File: src/rtl/hdlc_rx_ctrl.sv
// HDLC receive bit controller: paces line sampling, tracks runs of ones,
// strips stuffed zeros and frames the data bits between flags.
module hdlc_rx_ctrl #(
  parameter int DIV       = 4,
  parameter int RUN_WIDTH = 4
) (
  input  logic                 clk,
  input  logic                 i_rst_n,
  input  logic                 i_en,
  input  logic                 i_dat,
  output logic                 o_bit_vld,
  output logic                 o_bit,
  output logic                 o_sof,
  output logic                 o_eof,
  output logic                 o_abort,
  output logic                 o_sync,
  output logic [RUN_WIDTH-1:0] o_run_cnt
);

  localparam int DW = (DIV > 1) ? $clog2(DIV) : 1;
  localparam logic [DW-1:0] DMAX = DW'(DIV - 1);
  localparam logic [RUN_WIDTH-1:0] RMAX = '1;
  localparam logic [RUN_WIDTH-1:0] R5 = RUN_WIDTH'(5);
  localparam logic [RUN_WIDTH-1:0] R6 = RUN_WIDTH'(6);

  typedef enum logic [1:0] {
    HUNT,
    FLAG,
    FRAME
  } state_t;

  state_t state, state_nx;

  logic [DW-1:0]        div_q, div_nx;
  logic [RUN_WIDTH-1:0] run, run_nx;
  logic [7:0]           pb, pb_nx;
  logic [7:0]           pv, pv_nx;
  logic                 bit_nx, vld_nx;
  logic                 sof_nx, eof_nx, abort_nx;
  logic                 tick, exit_vld;
  logic                 is_flag, is_stuff, is_abort, is_data;

  always_comb begin
    tick     = i_en && (div_q == DMAX);
    is_flag  = !i_dat && (run == R6);
    is_stuff = !i_dat && (run == R5);
    is_abort = i_dat && (run == R6);
    is_data  = !(is_flag || is_stuff || is_abort);
    exit_vld = pv[7];

    state_nx = state;
    div_nx   = div_q;
    run_nx   = run;
    pb_nx    = pb;
    pv_nx    = pv;
    bit_nx   = o_bit;
    vld_nx   = 1'b0;
    sof_nx   = 1'b0;
    eof_nx   = 1'b0;
    abort_nx = 1'b0;

    if (!i_en) begin
      state_nx = HUNT;
      div_nx   = '0;
      run_nx   = '0;
      pb_nx    = '0;
      pv_nx    = '0;
    end else begin
      div_nx = (div_q == DMAX) ? '0 : div_q + 1'b1;
      if (tick) begin
        if (!i_dat)
          run_nx = '0;
        else if (run != RMAX)
          run_nx = run + 1'b1;
        pb_nx = {pb[6:0], i_dat};
        pv_nx = {pv[6:0], is_data && (state != HUNT)};
        unique case (1'b1)
          is_abort: begin
            // abort also swallows the bit leaving the pipeline
            pv_nx = '0;
            if (state != HUNT) begin
              abort_nx = 1'b1;
              state_nx = HUNT;
            end
          end
          default: begin
            if (exit_vld) begin
              vld_nx = 1'b1;
              bit_nx = pb[7];
            end
            // a flag invalidates its own seven older bits too
            if (is_flag)
              pv_nx = '0;
            unique case (state)
              HUNT: begin
                if (is_flag)
                  state_nx = FLAG;
              end
              FLAG: begin
                if (is_flag) begin
                  sof_nx = exit_vld;
                  eof_nx = exit_vld;
                end else if (exit_vld) begin
                  sof_nx   = 1'b1;
                  state_nx = FRAME;
                end
              end
              FRAME: begin
                if (is_flag) begin
                  eof_nx   = 1'b1;
                  state_nx = FLAG;
                end
              end
              default: state_nx = HUNT;
            endcase
          end
        endcase
      end
    end
  end

  always_ff @(posedge clk or negedge i_rst_n) begin
    if (!i_rst_n) begin
      state     <= HUNT;
      div_q     <= '0;
      run       <= '0;
      pb        <= '0;
      pv        <= '0;
      o_bit     <= 1'b0;
      o_bit_vld <= 1'b0;
      o_sof     <= 1'b0;
      o_eof     <= 1'b0;
      o_abort   <= 1'b0;
    end else begin
      state     <= state_nx;
      div_q     <= div_nx;
      run       <= run_nx;
      pb        <= pb_nx;
      pv        <= pv_nx;
      o_bit     <= bit_nx;
      o_bit_vld <= vld_nx;
      o_sof     <= sof_nx;
      o_eof     <= eof_nx;
      o_abort   <= abort_nx;
    end
  end

  assign o_sync    = (state != HUNT);
  assign o_run_cnt = run;

endmodule

File: config.mk
export PLATFORM = sky130hd
export DESIGN_NAME = hdlc_rx_ctrl
export DESIGN_NICKNAME = d
export VERILOG_FILES = /design/src/rtl/hdlc_rx_ctrl.sv
export SDC_FILE = /design/constraint.sdc
export NUM_CORES = 1
export LEC_CHECK = 0
export BUFFER_PORTS_ARGS = -buffer_cell sky130_fd_sc_hd__buf_2
export CORE_MARGIN = 5
export CORE_UTILIZATION = 35
export DETAILED_ROUTE_END_ITERATION = 8
export MAX_ROUTING_LAYER = met4
export PLACE_DENSITY_LB_ADDON = 0.2
export SLEW_MARGIN = 20
export SYNTH_ARGS = -nofsm -noshare
export SYNTH_HDL_FRONTEND = slang
export SYNTH_SLANG_ARGS = --single-unit
File: constraint.sdc
create_clock -name clk -period 2.1 [get_ports clk]
set_input_delay 0.42 -clock clk [delete_from_list [all_inputs] [get_ports clk]]
set_output_delay 0.42 -clock clk [all_outputs]
set_load 0.01 [all_outputs]
==> reports/results.ini, run 1 <==
[placement]
io_buffers = 13
dp_hpwl_um = 1660
dpl.cell_count = 176
gp_congestion = 0.736

[outcome]
status = completed

[synth]
yosysTopAreaCell = dfrtp_1
synth_edf_count = 0
yosys.area.top_type_share_pct = 53.8
synth.area.top_cells = dfrtp_1 (54%), ha_1 (7.4%), a22o_1 (5.2%)
syn_avg_cell_area_um2 = 11.5
synth_seq_cells = 29
synthFlopType = dfrtp_1
async_flop_share_pct = 100
synth_area_mm2 = 0.00135
postSynthCellCount = 117
yosysWarnings = 0
synth_nets = 129
synth_cell_type_count = 34
yosysSeqAreaShare_pct = 53.8

[pwr]
p_leak_nw = 0.730
powerDensity_mw_per_mm2 = 786
peakVddDrop_mv = 0.385

[timing]
fin_worst_skew_ns = 0.00397
slew_headroom_pct = 57.8
final.min_clock_period_ns = 1.78
tns_ns = 0
holdWs_ns = 0.166
fmaxAchievable_ghz = 0.562
slew_viol_final = 0
worst_slew_pin_slew_ns = 0.633
rsz0062_at_grt = false
setup_viol = 0
period_share_pct = 84.8
hold_viol = 0

[clock_tree]
clk_pin_slew_ns = 0.06
root_buffer = clkbuf_8
post_cts_resized = 0
cts_setup_buffers = 0
cts_sinks = 29
cts_max_level = 2
clkLatencyLatePin_ns = 0.27
cts_tree = built
cts_hold_buffers = 0
clockBufferDepth = 2
cts_buffers = 5

[finish]
syn_to_final_growth_pct = 14.9
num-fill-cells = 384
final_nets = 147
final_core_util_pct = 42.1
diodes = 0
layout-drive-gt1-share_pct = 20.6
instances_no_fill = 184

[critical_path]
slowest_delay_ns = 0.47
reg2reg_slack_ns = 0.32
start_kind = flop
cp.arrival_ns = 1.94
rr_endpoint = o_bit
worstPathRequired_ns = 2.26
cp-end-kind = flop
crit-reg2reg-launch = o_run_cnt[0]
cp_cell_sequence = inv_1 > ha_1 > and3b_4 > a21oi_2 > and3_4 > mux2_4
crit_start = o_run_cnt[0]
critPathMaxFanout = 8
r2r_cells = 6
cpMaxStageDelayCell = dfrtp_1
crit_type = flop to flop

[route]
drtIter0Drc = 21
viasPerCell = 5.09
drtPass1Iterations = 4
ant_nets = 0
drcViolationCount = 0
vias = 936
totalWireLength_um = 2360
drt-wirelength-per-cell_um = 12.8

[global_route]
antenna_found_initial = 0
grt_pass1_vias = 955
grt_pass1_wl_um = 4310
gr-usage-all-layers_pct = 11.0
grt_max_degree = 30
grt_overflow_total = 0

[hold_path]
hold_class = input pin to asynchronous set/reset pin

[floorplan]
start_util_pct = 36.6
core_region_area_mm2 = 0.00369
ioPinCount = 14
rows = 22
die_area_mm2 = 0.00520
die_w_um = 72.1
die_h_um = 72.1

[run]
maxCapViolCount = 0

-- cells by family after synthesis --
family,share of synthesized area (%)
compound gates,15.3
buf+inv,3.24
flops,53.8
simple gates,14.0
fa+ha+maj,7.41
mux,6.30
-- report_power, final --
part           switching [mW]  internal [mW]  total, mW  leakage (nW)
logic                   0.120         0.0751      0.196         0.283
clock network           0.196          0.229      0.425        0.0450
registers              0.0193          0.580      0.600         0.401
-- metrics by stage --
step | setup slack, ns | power (mW) | area (µm²)
global route | 0.212 | 1.29 | 1550
global placement | 0.370 | 0.804 | 1470
CTS | 0.313 | 1.25 | 1550
floorplan | 0.374 | 0.744 | 1350
detailed placement | 0.321 | 0.808 | 1470
finish | 0.320 | 1.22 | 1550
-- worst max-delay path: cells and delay by family, from the launching register on --
kind	cells	cell delay, ns
flops	1	0.47
simple gates	2	0.43
mux	1	0.29
fa+ha+maj	1	0.21
compound gates	1	0.20
buf+inv	1	0.07
-- how the worst max path moves through the flow --
stage,slack (ns),cells after the start,endpoint
after global routing,0.21,6,o_bit
after floorplan,0.37,6,o_bit
after CTS,0.31,6,o_bit
after global placement,0.37,6,o_bit
after detailed placement,0.32,6,o_bit
final,0.32,6,o_bit
-- placed cells by master, fill, tap and decap left out, types with 3 or more instances in the layout --
| master | instances |
|---|---|
| buf_2 | 13 |
| nand2b_1 | 3 |
| mux2i_1 | 7 |
| nor2_1 | 12 |
| inv_1 | 5 |
| dfrtp_1 | 29 |
| a21oi_1 | 7 |
| clkbuf_8 | 5 |
| a22o_1 | 8 |
| nand3_1 | 3 |
| nand2_1 | 5 |
| ha_1 | 8 |
-- layer usage --
| metal | up-vias | track usage (%) | wire length (µm) |
|---|---|---|---|
| met2 | 16 | 16.3 | 1100 |
| met5 | - | - | 0 |
| met3 | 4 | 4.71 | 133 |
| met4 | 0 | 5.01 | 40 |
| li1 | 450 | - | - |
| met1 | 466 | 13.0 | 1080 |
-- sequential cells by signal, indices dropped and copies added (netlist names) --
| name | count |
|---|---|
| state | 2 |
| div_q | 2 |
| o_sof | 1 |
| o_eof | 1 |
| pb | 8 |
| pv | 8 |
| o_abort | 1 |
| o_run_cnt | 4 |
| o_bit_vld | 1 |
| o_bit | 1 |
-- cells in the mapped netlist (2+ instances only) --
cell / number
nand2_1: 5
and2_1: 2
mux2i_1: 7
a22o_1: 8
buf_2: 2
nand3_1: 3
a21oi_1: 7
inv_1: 5
ha_1: 8
nor2_1: 12
o21ai_0: 2
nor2b_1: 2
nand2b_1: 3
a211oi_1: 2
a311oi_1: 2
dfrtp_1: 29
-- layout make-up --
cell class | instances | area (µm²) | share of cell area (%)
inverter | 6 | 22.5 | 1.45
clock inverter | 2 | 10.0 | 0.645
timing repair buffer | 15 | 80.1 | 5.16
sequential | 29 | 726 | 46.8
tap | 48 | 60.1 | 3.87
multi-input combinational | 78 | 581 | 37.4
clock buffer | 6 | 72.6 | 4.68
No activity file was read; power rests on OpenSTA's default activity.
==> run 2: changes to the inputs <==
==> constraint.sdc (replaced) <==
create_clock -name clk -period 1.54 [get_ports clk]
set_input_delay 0.308 -clock clk [delete_from_list [all_inputs] [get_ports clk]]
set_output_delay 0.308 -clock clk [all_outputs]
set_load 0.01 [all_outputs]
==> run 2 against run 1 <==
  * The flow now finishes with violations (setup timing)
  * Maximum frequency grew 13%
  * Global-route usage up 1.0 points
  * Combinational power increased by 99%
  * Clock skew barely moved
  * Core utilization rose by 4.1 points
  * Sequential power up 35%
  * Final cell count increased by 7.6%
  * Critical endpoint unchanged
  * Largest cell class unchanged
  * Highest routed layer unchanged
==> reports/results.ini, run 2 (synthesized netlist as in run 1, its figures left out) <==
[outcome]
violations = setup timing
status = finished with violations

[pwr]
power_mw = 1.79  ; +47%
swShare_pct = 27.9  ; +0.39 points
peakVddDrop_mv = 0.423  ; +10%
p_leak_nw = 0.801  ; +9.8%
p_int_mw = 1.29  ; +46%
p_comb_share_pct = 21.9  ; +5.9 points
power_frac_seq_pct = 45.2  ; -4.0 points
clkPwrFrac_pct = 32.9  ; -1.9 points
p_sw_mw = 0.499  ; +49%
powerDensity_mw_per_mm2 = 1050  ; +34%

[clock_tree]
clockBufferDepth = 2  ; unchanged
cts_sinks = 29  ; unchanged
root_buffer = clkbuf_8
clk_pin_slew_ns = 0.06  ; about the same
clkLatencyLatePin_ns = 0.28  ; about the same
cts_buffers = 5  ; unchanged
cts_max_level = 2  ; unchanged
cts_tree = built

[run]
maxCapViolCount = 0  ; unchanged

[floorplan]
ioPinCount = 14  ; unchanged
die_w_um = 72.1  ; unchanged
die_h_um = 72.1  ; unchanged
die_area_mm2 = 0.00520  ; unchanged
start_util_pct = 36.6  ; unchanged
rows = 22  ; unchanged
core_region_area_mm2 = 0.00369  ; unchanged

[critical_path]
worstPathRequired_ns = 1.70  ; -0.56 ns
start_kind = flop
critPathMaxFanout = 5  ; -3
crit_type = flop to flop
cp.arrival_ns = 1.73  ; -0.21 ns
cp-end-kind = flop

[finish]
instances_no_fill = 198  ; +7.6%
final_nets = 161  ; +9.5%
final_cell_mix = dfrtp_1 (27), buf_4 (16), buf_2 (13), nor2_1 (10), a22o_1 (8)
layout_commonest_cell = dfrtp_1
syn_to_final_growth_pct = 26.0
diodes = 0  ; unchanged
layout-drive-gt1-share_pct = 34.0  ; +13 points

[timing]
setup_viol = 1  ; +1
fin_worst_skew_ns = 0.00418  ; +0.000214 ns
setup_slack_ns = -0.0287  ; -0.349 ns
final.min_clock_period_ns = 1.57  ; -0.211 ns
hold_viol = 0  ; unchanged
fmaxAchievable_ghz = 0.637  ; +13%
holdWs_ns = 0.0466  ; -0.120 ns
slew_headroom_pct = 58.2  ; +0.45 points
period_share_pct = 102  ; +17 points
slew_viol_final = 0  ; unchanged
worst_slew_pin_slew_ns = 0.626  ; -0.00674 ns
rsz0062_at_grt = true

[route]
viasPerCell = 4.97  ; -2.3%
drtIter0Drc = 40  ; +90%
drt-wirelength-per-cell_um = 13.6  ; +6.3%
drtPass1Iterations = 4  ; unchanged
vias = 984  ; +5.1%
totalWireLength_um = 2700  ; +14%
ant_nets = 0  ; unchanged
drcViolationCount = 0  ; unchanged

[global_route]
grt_overflow_total = 0  ; unchanged
gr-usage-all-layers_pct = 12.1  ; +1.0 points
antenna_found_initial = 0  ; unchanged
grt_pass1_vias = 1017  ; +6.5%
grt_max_degree = 30  ; unchanged
grt_pass1_wl_um = 4620  ; +7.2%

[placement]
io_buffers = 13  ; unchanged
gp_congestion = 0.777  ; +5.6%
dpl.cell_count = 186  ; +5.7%
dp_hpwl_um = 1840  ; +11%

[hold_path]
hold_class = input pin to asynchronous set/reset pin

[run 2: cell types whose count changed in the layout (fill, tap and decap cells not counted), sizes merged]
cell and change:
buf +14
[run 2: final timing paths]
check,slack [ns],end,depth (start not counted),start
setup reg to reg,-0.03,o_bit,5,o_run_cnt[1]
setup / recovery,-0.03,o_bit,5,o_run_cnt[1]
hold / removal,0.05,o_eof,1,i_rst_n
hold reg to reg,0.45,div_q[0],1,div_q[0]
min in group clk,0.33,div_q[1],2,i_en
max in group asynchronous,1.04,o_run_cnt[1],1,i_rst_n
[run 2: critical path, stage by stage (launching register included)]
cell     delay [ns]
dfrtp_2        0.43
ha_4           0.16
and3b_4        0.21
a21oi_4        0.15
and3_4         0.22
mux2_4         0.29
[run 2: per-layer routing]
metal	share of wire [%]	track usage, %	up-vias
met2	50	19.6	11
met4	1.6	6.89	0
li1	-	-	475
met1	44	13.0	493
met5	0	-	-
met3	4.0	3.60	5
[run 2: timing repair]
item,4_1_cts,5_1_grt
pin swaps,3,3
setup endpoints to repair,10,8
resized for setup,3,5
hold buffers,0,0
hold endpoints to repair,0,0
buffers inserted,4,0
[run 2: cell type report]
type                            count  area (µm²)
Fill cell                         360        1990
Sequential cell                    29         728
Multi-Input combinational cell     78         623
Timing Repair Buffer               29         185
Clock buffer                        6        72.6
Tap cell                           48        60.1
Inverter                            6        22.5
Clock inverter                      2        10.0
[run 2: through the flow]
step / TNS, ns / cell area (µm²) / setup slack, ns / utilization [%]
after CTS: -0.0311 / 1680 / -0.0191 / 45.7
after detailed placement: -0.312 / 1560 / -0.0639 / 42.2
after floorplan: -0.0535 / 1360 / -0.0428 / -
final: -0.0287 / 1700 / -0.0287 / 46.1
after global routing: -0.134 / 1700 / -0.0742 / 46.1
after global placement: -0.0144 / 1560 / -0.0144 / 42.2
[run 2: power groups by stage]
stage                     clock (mW)  sequential [mW]  combinational, mW
after global placement             0            0.823              0.330
after detailed placement           0            0.826              0.332
after global routing           0.656            0.810              0.432
after CTS                      0.610            0.809              0.360
final                          0.589            0.809              0.391
after floorplan                    0            0.825              0.191
==> run 3: changes to the inputs <==
==> constraint.sdc (replaced) <==
create_clock -name clk -period 1.75 [get_ports clk]
set_input_delay 0.35 -clock clk [delete_from_list [all_inputs] [get_ports clk]]
set_output_delay 0.35 -clock clk [all_outputs]
set_load 0.01 [all_outputs]
==> run 3 against run 2 <==
  * The flow now finishes without violations
  * Final cell count is 5.1% lower
  * First-iteration DRC count is 13% lower
  * Register-to-register slack better by 0.14 ns
  * Combinational power is 38% lower
  * Sequential cell count stayed put
  * Clock skew is 0.0042 ns higher
  * Global-route usage is 0.67 points lower
  * Worst hold slack better by 0.041 ns
  * Sequential power is 11% lower
  * Wire length is 6.0% lower
  * Critical path type unchanged
==> reports/results.ini, run 3 (synthesized netlist as in run 1, its figures left out) <==
[route]
viasPerCell = 5.04  ; +1.5%
drtPass1Iterations = 4  ; unchanged
vias = 948  ; -3.7%
drt-wirelength-per-cell_um = 13.5  ; -1.0%
drtIter0Drc = 35  ; -13%
drcViolationCount = 0  ; unchanged
totalWireLength_um = 2530  ; -6.0%
ant_nets = 0  ; unchanged

[pwr]
power_frac_seq_pct = 48.6  ; +3.4 points
swShare_pct = 27.9  ; -0.056 points
clkPwrFrac_pct = 34.8  ; +1.9 points
p_comb_share_pct = 16.6  ; -5.3 points
powerDensity_mw_per_mm2 = 932  ; -11%
p_leak_nw = 0.751  ; -6.2%
power_mw = 1.47  ; -18%
peakVddDrop_mv = 0.454  ; +7.2%
p_int_mw = 1.06  ; -18%
p_sw_mw = 0.411  ; -18%

[clock_tree]
clk_pin_slew_ns = 0.06  ; about the same
cts_max_level = 2  ; unchanged
clockBufferDepth = 2  ; unchanged
cts_buffers = 5  ; unchanged
cts_sinks = 29  ; unchanged
cts_hold_buffers = 0  ; unchanged
cts_setup_buffers = 0  ; -4
post_cts_resized = 0  ; -3
cts_tree = built
clkLatencyLatePin_ns = 0.28  ; about the same
root_buffer = clkbuf_8

[global_route]
gr-usage-all-layers_pct = 11.4  ; -0.67 points
antenna_found_initial = 0  ; unchanged
grt_max_degree = 30  ; unchanged
grt_overflow_total = 0  ; unchanged
grt_pass1_vias = 937  ; -7.9%
grt_pass1_wl_um = 4380  ; -5.1%

[timing]
fin_worst_skew_ns = 0.00838  ; +0.00419 ns
setup_slack_ns = 0.107  ; +0.135 ns
setup_viol = 0  ; -1
final.min_clock_period_ns = 1.64  ; +0.0747 ns
fmaxAchievable_ghz = 0.608  ; -4.5%
hold_viol = 0  ; unchanged
rsz0062_at_grt = false
worst_slew_pin_slew_ns = 0.647  ; +0.0201 ns
slew_viol_final = 0  ; unchanged
period_share_pct = 93.9  ; -8.0 points
slew_headroom_pct = 56.9  ; -1.3 points
tns_ns = 0  ; +0.0287 ns

[placement]
pre_cts_slack_ns = 0.128  ; +0.192 ns
io_buffers = 13  ; unchanged
dp_hpwl_um = 1810  ; -1.7%
gp_congestion = 0.752  ; -3.1%

[finish]
num-fill-cells = 379  ; +5.3%
layout_commonest_cell = dfrtp_1
final_core_util_pct = 42.9  ; -3.3 points
final_cell_mix = dfrtp_1 (29), buf_2 (13), nor2_1 (12), a22o_1 (8), ha_1 (8)
diodes = 0  ; unchanged
layout-drive-gt1-share_pct = 22.9  ; -11 points
syn_to_final_growth_pct = 17.1
final_nets = 151  ; -6.2%

[critical_path]
start_kind = flop
worstPathRequired_ns = 1.92  ; +0.22 ns
cp.arrival_ns = 1.82  ; +0.09 ns
reg2reg_slack_ns = 0.11  ; +0.14 ns
critPathMaxFanout = 4  ; -1
cp-end-kind = flop
crit_type = flop to flop

[floorplan]
die_w_um = 72.1  ; unchanged
core_region_area_mm2 = 0.00369  ; unchanged
start_util_pct = 36.6  ; unchanged
rows = 22  ; unchanged
die_area_mm2 = 0.00520  ; unchanged
die_h_um = 72.1  ; unchanged
ioPinCount = 14  ; unchanged

[run]
maxCapViolCount = 0  ; unchanged

[hold_path]
hold_class = input pin to asynchronous set/reset pin

[outcome]
status = completed

## run 3: layout make-up
cell class	instances	area, µm²	area share, %
Multi-Input combinational cell	78	581	36.7
Clock buffer	6	72.6	4.59
Tap cell	48	60.1	3.80
Clock inverter	2	10.0	0.633
Timing Repair Buffer	19	110	6.96
Sequential cell	29	726	45.9
Inverter	6	22.5	1.42
## run 3: worst paths after layout
kind / start / depth (start not counted) / to
setup / recovery: state[0] / 6 / state[1]
hold / removal: i_rst_n / 1 / o_abort
setup reg to reg: state[0] / 6 / state[1]
hold reg to reg: div_q[0] / 1 / div_q[0]
max in group asynchronous: i_rst_n / 1 / pb[1]
min in group clk: i_en / 2 / div_q[1]
## run 3: power groups by stage
stage / sequential [mW] / combinational [mW] / clock, mW
floorplan: 0.726 / 0.166 / 0
global route: 0.720 / 0.277 / 0.562
global placement: 0.729 / 0.237 / 0
CTS: 0.717 / 0.245 / 0.531
finish: 0.717 / 0.244 / 0.513
detailed placement: 0.729 / 0.244 / 0
## run 3: stage by stage
step           cell area [µm²]  hold WS, ns  std cells
4_1_cts                   1580        0.114        188
5_1_grt                   1580        0.137        188
6_report                  1580       0.0877        188
3_5_place_dp              1500        0.415        180
3_3_place_gp              1500        0.399        180
2_1_floorplan             1350       0.0544        117
## run 3: routing by layer
layer | GRT usage, % | vias to the layer above | routed length (µm)
met4 | 6.26 | 0 | 44
li1 | - | 459 | -
met2 | 16.6 | 13 | 1200
met3 | 4.02 | 6 | 141
met1 | 13.7 | 470 | 1140
met5 | - | - | 0
## run 3: critical path, stage by stage (launching register included)
cell and delay (ns):
dfrtp_1 0.42, inv_1 0.10, ha_1 0.23, a21boi_1 0.11, a221oi_2 0.31, a21oi_1 0.10
a32o_1 0.27
